File: src/rtl/bsg_sdr_link_chan_arb_tx.sv
// Round-robin arbiter of chan_p credit-controlled core streams onto one SDR link word stream.
// Each link word carries its channel id in the MSBs; credits return in pulses worth D each.
module bsg_sdr_link_chan_arb_tx #(
    parameter int width_p                = 32,
    parameter int chan_p                 = 4,
    parameter int lg_credits_p           = 3,
    parameter int lg_credit_decimation_p = 0,
    localparam int id_w                  = (chan_p > 1) ? $clog2(chan_p) : 1
) (
    input  logic                        clk_i,
    input  logic                        reset_n_i,
    input  logic [chan_p-1:0]           chan_en_i,
    input  logic [chan_p*width_p-1:0]   core_data_i,
    input  logic [chan_p-1:0]           core_v_i,
    output logic [chan_p-1:0]           core_ready_and_o,
    output logic [id_w+width_p-1:0]     link_data_o,
    output logic                        link_v_o,
    input  logic                        link_ready_and_i,
    input  logic                        credit_v_i,
    input  logic [id_w-1:0]             credit_chan_i,
    output logic                        credit_err_o
);

    localparam int cw     = lg_credits_p + 1;
    localparam int cap_lp = 1 << lg_credits_p;
    localparam int dec_lp = 1 << lg_credit_decimation_p;

    logic [cw-1:0]           cred_q [chan_p];
    logic [cw-1:0]           cred_d [chan_p];
    logic [cw:0]             cred_sum [chan_p];
    logic [id_w-1:0]         last_q, last_d;
    logic                    link_v_q, link_v_d;
    logic [id_w+width_p-1:0] link_data_q, link_data_d;
    logic                    err_q, err_d;

    logic [chan_p-1:0]       elig;
    logic                    out_free;
    logic                    found;
    logic                    grant_v;
    int                      gnt_idx;
    logic                    credit_chan_bad;

    // Ids beyond chan_p only exist when chan_p is not a power of two (or is 1).
    if (chan_p < (1 << id_w)) begin : g_chan_chk
        assign credit_chan_bad = (int'(credit_chan_i) >= chan_p);
    end else begin : g_chan_nochk
        assign credit_chan_bad = 1'b0;
    end

    always_comb begin
        out_free = ~link_v_q | link_ready_and_i;
        for (int i = 0; i < chan_p; i++) begin
            elig[i] = core_v_i[i] & chan_en_i[i] & (cred_q[i] != '0);
        end

        found   = 1'b0;
        gnt_idx = 0;
        for (int k = 1; k <= chan_p; k++) begin
            if (!found && elig[(int'(last_q) + k) % chan_p]) begin
                found   = 1'b1;
                gnt_idx = (int'(last_q) + k) % chan_p;
            end
        end
        // Ready must stay low while reset is held even though credits look full.
        grant_v = found & out_free & reset_n_i;

        core_ready_and_o = '0;
        if (grant_v) core_ready_and_o[gnt_idx] = 1'b1;

        link_v_d    = link_v_q;
        link_data_d = link_data_q;
        last_d      = last_q;
        if (grant_v) begin
            link_v_d    = 1'b1;
            link_data_d = {id_w'(gnt_idx), core_data_i[gnt_idx*width_p +: width_p]};
            last_d      = id_w'(gnt_idx);
        end else if (link_ready_and_i) begin
            link_v_d = 1'b0;
        end

        err_d = err_q | (credit_v_i & credit_chan_bad);
        for (int i = 0; i < chan_p; i++) begin
            cred_sum[i] = (cw+1)'(cred_q[i]);
            if (credit_v_i && !credit_chan_bad && (credit_chan_i == id_w'(i)))
                cred_sum[i] = cred_sum[i] + (cw+1)'(dec_lp);
            if (grant_v && (gnt_idx == i))
                cred_sum[i] = cred_sum[i] - (cw+1)'(1);
            if (cred_sum[i] > (cw+1)'(cap_lp)) begin
                cred_d[i] = cw'(cap_lp);
                err_d     = 1'b1;
            end else begin
                cred_d[i] = cred_sum[i][cw-1:0];
            end
        end
    end

    always_ff @(posedge clk_i or negedge reset_n_i) begin
        if (!reset_n_i) begin
            for (int i = 0; i < chan_p; i++) cred_q[i] <= cw'(cap_lp);
            last_q      <= id_w'(chan_p - 1);
            link_v_q    <= 1'b0;
            link_data_q <= '0;
            err_q       <= 1'b0;
        end else begin
            for (int i = 0; i < chan_p; i++) cred_q[i] <= cred_d[i];
            last_q      <= last_d;
            link_v_q    <= link_v_d;
            link_data_q <= link_data_d;
            err_q       <= err_d;
        end
    end

    assign link_v_o     = link_v_q;
    assign link_data_o  = link_data_q;
    assign credit_err_o = err_q;

endmodule

File: config.mk
export PLATFORM = sky130hd
export DESIGN_NAME = bsg_sdr_link_chan_arb_tx
export DESIGN_NICKNAME = d
export VERILOG_FILES = /design/src/rtl/bsg_sdr_link_chan_arb_tx.sv
export SDC_FILE = /design/constraint.sdc
export NUM_CORES = 1
export LEC_CHECK = 0
export CAP_MARGIN = 20
export CORE_MARGIN = 4
export CORE_UTILIZATION = 43
export CTS_BUF_LIST = sky130_fd_sc_hd__clkbuf_16
export CTS_CLUSTER_DIAMETER = 200
export DETAILED_ROUTE_END_ITERATION = 7
export HOLD_SLACK_MARGIN = 0.05
export PLACE_DENSITY = 0.81
export SYNTH_ARGS = -nofsm -noshare
export SYNTH_HDL_FRONTEND = slang
export SYNTH_SLANG_ARGS = --single-unit
export TNS_END_PERCENT = 1
File: constraint.sdc
create_clock -name clk_i -period 3.7 [get_ports clk_i]
set_input_delay 0.74 -clock clk_i [delete_from_list [all_inputs] [get_ports clk_i]]
set_output_delay 0.74 -clock clk_i [all_outputs]
set_load 0.1 [all_outputs]
==> results of run 1 <==
through the flow:
stage	instance area [sq um]	hold WS, ns
floorplan	4040	0.444
finish	6210	0.472
global route	6210	0.506
CTS	6210	0.479
detailed placement	6070	0.462
global placement	6070	0.459
final cells by class:
cell class | count | share of cell area (%)
flip-flops and latches | 54 | 21.9
clock buffers | 5 | 2.01
repair buffers | 200 | 32.0
clock inverters | 3 | 0.201
multi-input cells | 477 | 40.8
inverters | 14 | 0.846
well taps | 111 | 2.24
cells in the mapped netlist (all sizes together) (3+ instances only):
cell / number
nand2: 220
nand3: 103
dfrtp: 48
nor2: 30
clkbuf: 18
xnor2: 16
inv: 14
ha: 12
buf: 11
xor2: 11
nand4: 10
dfstp: 6
a21oi: 5
mux2i: 5
nor3: 5
nor3b: 5
o21ai: 5
a31oi: 4
and2: 4
a211oi: 3
nand4b: 3
o22ai: 3
o31ai: 3
or2: 3
sequential cells by signal (all words and copies together), names as in the netlist:
signal and flops:
link_data_o 34, last_q 2, credit_err_o 1, link_v_o 1, cred_q 16
logic make-up after synthesis:
| group | count (synthesis) | share of synthesized area, % |
|---|---|---|
| and+or+nand+nor | 396 | 44.1 |
| DFF | 54 | 33.7 |
| buffers and inverters | 43 | 4.03 |
| AOI/OAI and AO/OA | 36 | 7.10 |
| xor gates and xnor gates | 27 | 5.86 |
| adders and majority gates | 12 | 3.72 |
| muxes | 6 | 1.52 |
critical path, cell delays in order:
cell and delay [ns]:
clkdlybuf4s50_1 0.45, nand2_1 0.09, or2_2 0.34, o31ai_1 0.42, a221oi_4 0.13, nor2_1 0.32, buf_12 0.22
where the power goes:
part           switching, mW  internal (mW)
clock                  0.200          0.245
combinational           2.77           1.18
sequential             0.193          0.876
worst max-delay path by stage:
stage                 startpoint                  end  slack [ns]  depth (start not counted)
global placement      credit_v_i         credit_err_o        0.25                         12
floorplan               link_v_o  core_ready_and_o[1]       -0.09                          6
finish              chan_en_i[1]  core_ready_and_o[1]        0.25                          7
CTS                  core_v_i[0]  core_ready_and_o[2]        0.27                          8
detailed placement    credit_v_i         credit_err_o        0.15                         12
global route         core_v_i[0]  core_ready_and_o[2]        0.08                          8
layer usage:
metal	global-route usage (%)	routed length, microns
met1	28.3	5270
met2	41.0	6500
met3	6.55	979
met4	8.15	335
met5	0	0
==> qor.yml, run 1 <==
status: "complete, no violations"
cts-resized-gates: 0
die_area_sq_um: 11000
start_kind: "primary input"
cap_violations: 0
final_antenna_net_count: 0
vias: 4627
cts_sinks: 54
numPortBuffers: 181
clockBufferDepth: 2
fin_util_pct: 67.6
multiInputGateArea_sq_um: 2530
cts_inserted_buffers: 5
synth_edf_count: 0
hp-start: "link_data_o[2]"
die_x_microns: 105
viasPerCell: 5.36
routedWlPerCell_microns: 15.1
synth-async-reset-ratio_pct: 100
clk_pin_slew_ns: 0.07
synth_top_area_share_pct: 29.7
hold_depth: 2
synth_area_sq_um: 4040
io_pins: 182
cts_tree: "yes"
cts-root-buf: "clkbuf_16"
ys_types: 53
antenna_cells: 0
seq_area_frac_synth_pct: 33.7
first_global_vias: 4725
syn_area_per_cell_sq_um: 7.03
synth_ff_type: "dfrtp_1"
critPathKind: "in -> out"
final.setup.tns_ns: 0
finalPower_mw: 5.46
preCtsSetupSlack_ns: 0.155
syn_nets: 728
grt-ovfl-total: 0
ys_warn_count: 0
cts_setup_buffers: 0
h-tree-depth: 2
hold_viol_final: 0
finalMaxSlewViolations: 0
wl_mm: 13.1
fin_crit_ns: 3.45
placeableCoreArea_sq_um: 9200
grt_max_degree: 56
hold_class: "reg -> reg"
nNetsFinal: 906
fmax_mhz: 290
slew_headroom_pct: 31.7
leakage_nw: 2.78
worstHoldEndpoint: "link_data_o[2]"
fin_crit_sh_pct: 93.3
cp_max_fo: 8
antenna_found_initial: 0
cts.hold.buffers_added: 0
drt-initial-drc-count: 155
syn_to_final_growth_pct: 53.9
synth-seq-cells: 54
reg2reg_slack_ns: 0.59
r2r_start: "cred_q[8]"
synth_area_leaders: "dfrtp_1 30%, nand2_1 20%, nand3_1 13%, dfstp_2 3.9%, ha_1 3.7%"
num_rows: 35
worstPathArrival_ns: 2.71
grt_usage_pct: 23.7
cp.required_ns: 2.96
power.density_nw_per_um2: 879
layout-drive-gt1-share_pct: 7.44
place.gp.congestion: 0.894
synth_cells: 574
r2r_end: "credit_err_o"
skew_ns: 0.00749
yosysTopAreaCell: "dfrtp_1"
ff2ff_path_depth: 10
timing.final.ws_setup_ns: 0.247
final_common_cell: "nand2_1"
cp-end-kind: "output port"
setup_viol: 0
drc_errors: 0
die_h_microns: 105
dr.pass1.iters: 4
rsz0062_at_grt: "no"
register_area_sq_um: 1360
peakVddDrop_mv: 0.482
fill_cells: 761
dp.cells: 856
mostFrequentLayoutCells: "219 x nand2_1, 176 x clkdlybuf4s50_1, 103 x nand3_1"
grt_pass1_wl_mm: 21.8
clk_latency_ns: 0.29
instances_no_fill: 864
worstMarginPinSlew_ns: 1.02
start_util_pct: 43.9
dp_hpwl_mm: 10.1
Power figures use the tool's default switching activity.
==> inputs of run 2 (changes only) <==
--- a/config.mk
+++ b/config.mk
@@ -7,12 +7,13 @@
 export LEC_CHECK = 0
 export CAP_MARGIN = 20
 export CORE_MARGIN = 4
-export CORE_UTILIZATION = 43
+export CORE_UTILIZATION = 46
 export CTS_BUF_LIST = sky130_fd_sc_hd__clkbuf_16
 export CTS_CLUSTER_DIAMETER = 200
 export DETAILED_ROUTE_END_ITERATION = 7
+export GPL_TIMING_DRIVEN = 0
 export HOLD_SLACK_MARGIN = 0.05
-export PLACE_DENSITY = 0.81
+export PLACE_DENSITY = 0.86
 export SYNTH_ARGS = -nofsm -noshare
 export SYNTH_HDL_FRONTEND = slang
 export SYNTH_SLANG_ARGS = --single-unit
==> constraint.sdc (replaced) <==
create_clock -name clk_i -period 4.3 [get_ports clk_i]
set_input_delay 0.86 -clock clk_i [delete_from_list [all_inputs] [get_ports clk_i]]
set_output_delay 0.86 -clock clk_i [all_outputs]
set_load 0.1 [all_outputs]
==> qor.yml, run 2 (synthesis results as in run 1) <==
die_x_microns: 102
switching_share_pct: 58.9
setup_viol: 0
cts_sinks: 54
cp.required_ns: 3.44
leakage_nw: 2.72
seq_power_share_pct: 19.7
placeableCoreArea_sq_um: 8380
cts_setup_buffers: 0
viasPerCell: 5.60
first_global_vias: 4933
power.density_nw_per_um2: 770
drt-initial-drc-count: 291
slew_headroom_pct: 30.0
start_util_pct: 48.2
wl_mm: 14.4
io_pins: 182
busiest_layer: "met2"
final_antenna_net_count: 0
fill_cells: 664
clk_pin_slew_ns: 0.07
fmax_mhz: 238
cp-end-kind: "output port"
cts_inserted_buffers: 5
grt_max_degree: 41
place.gp.congestion: 0.940
final.setup.tns_ns: 0
finalMaxSlewViolations: 0
clk_latency_ns: 0.30
status: "complete, no violations"
peakVddDrop_mv: 0.557
mostFrequentLayoutCells: "219 x nand2_1, 176 x clkdlybuf4s50_1, 103 x nand3_1"
die_area_sq_um: 10300
nNetsFinal: 917
clockBufferDepth: 2
dp.cells: 861
antenna_found_initial: 0
cap_violations: 0
clock_power_share_pct: 8.3
h-tree-depth: 2
p_sw_mw: 2.78
grt_util_met3_pct: 6.54
syn_to_final_growth_pct: 51.7
skew_ns: 0.00613
hold_class: "reg -> reg"
start_kind: "primary input"
fin_crit_sh_pct: 97.9
cts-root-buf: "clkbuf_16"
worstMarginPinSlew_ns: 1.05
dr.pass1.iters: 6
reg2reg_slack_ns: 1.00
die_h_microns: 102
hold_viol_final: 0
cts.hold.buffers_added: 0
use_met1_pct: 31.4
grt-ovfl-total: 0
routedWlPerCell_microns: 16.5
worstPathArrival_ns: 3.35
largest_reg_flops: 34
p_int_mw: 1.94
numPortBuffers: 181
antenna_cells: 0
num_rows: 33
cp_max_fo: 8
use_met2_pct: 49.3
vias: 4866
combPwrFrac_pct: 72.0
grt_pass1_wl_mm: 22.7
grt_usage_pct: 27.8
drc_errors: 0
instances_no_fill: 869
dp_hpwl_mm: 11.5
critPathKind: "in -> out"
multiInputGateArea_sq_um: 2520
rsz0062_at_grt: "yes"
fin_crit_ns: 4.21
layout-drive-gt1-share_pct: 4.45
final_common_cell: "nand2_1"
register_area_sq_um: 1360
cts_tree: "yes"
-- run 2: cell count changes in the layout (fill, tap and decap cells not counted), sizes merged --
cell / change
inv: +2
buf: -10
clkbuf: +20
clkdlybuf4s15: +1
clkinv: -2
-- run 2: worst paths after layout --
check                      depth (start not counted)       startpoint                  end
setup reg to reg                                  10       cred_q[12]         credit_err_o
max in group asynchronous                          2        reset_n_i            last_q[0]
min in group asynchronous                          1        reset_n_i            cred_q[6]
hold / removal                                     2  link_data_o[31]      link_data_o[31]
setup / recovery                                   7      core_v_i[3]  core_ready_and_o[3]
hold reg to reg                                    2  link_data_o[31]      link_data_o[31]
-- run 2: final cells by class --
type	instances	share of cell area, %
clock inverters	3	0.184
repair buffers	182	29.7
multi-input cells	477	41.1
well taps	105	2.14
flip-flops and latches	54	22.2
clock buffers	5	2.04
inverters	14	0.858
plain buffers	29	1.80
-- run 2: critical path: stages --
cell and delay, ns:
clkdlybuf4s50_1 0.45, and2_1 0.25, nand4b_2 0.18, a31oi_2 0.46
nand2_1 0.24, nor2_1 0.46, clkbuf_4 0.45
-- run 2: timing repair --
item	in CTS	in global routing
pin swaps	0	0
setup endpoints to repair	4	3
gates resized for setup	19	2
gates cloned	0	0
-- run 2: stage by stage --
| stage | hold slack [ns] | setup slack, ns | power (mW) | util, % | area (sq um) |
|---|---|---|---|---|---|
| floorplan | 0.491 | 0.0526 | 3.39 | - | 4040 |
| global placement | 0.459 | -2.41 | 4.21 | 71.4 | 5980 |
| detailed placement | 0.463 | -0.694 | 4.31 | 71.5 | 6000 |
| CTS | 0.480 | 0.0340 | 4.70 | 73.0 | 6120 |
| global route | 0.497 | -0.0639 | 5.02 | 73.1 | 6130 |
| finish | 0.475 | 0.0896 | 4.72 | 73.1 | 6130 |
-- run 2: routing by layer --
| metal | up-vias | wire, microns |
|---|---|---|
| li1 | 2300 | - |
| met1 | 2247 | 5300 |
| met2 | 267 | 7230 |
| met3 | 52 | 1210 |
| met4 | 0 | 633 |
| met5 | - | 0 |
-- run 2: power groups by stage --
stage,clock network [mW],logic [mW],registers (mW)
finish,0.391,3.40,0.931
global route,0.412,3.65,0.962
CTS,0.390,3.39,0.929
detailed placement,0,3.38,0.933
global placement,0,3.29,0.922
floorplan,0,1.36,2.03
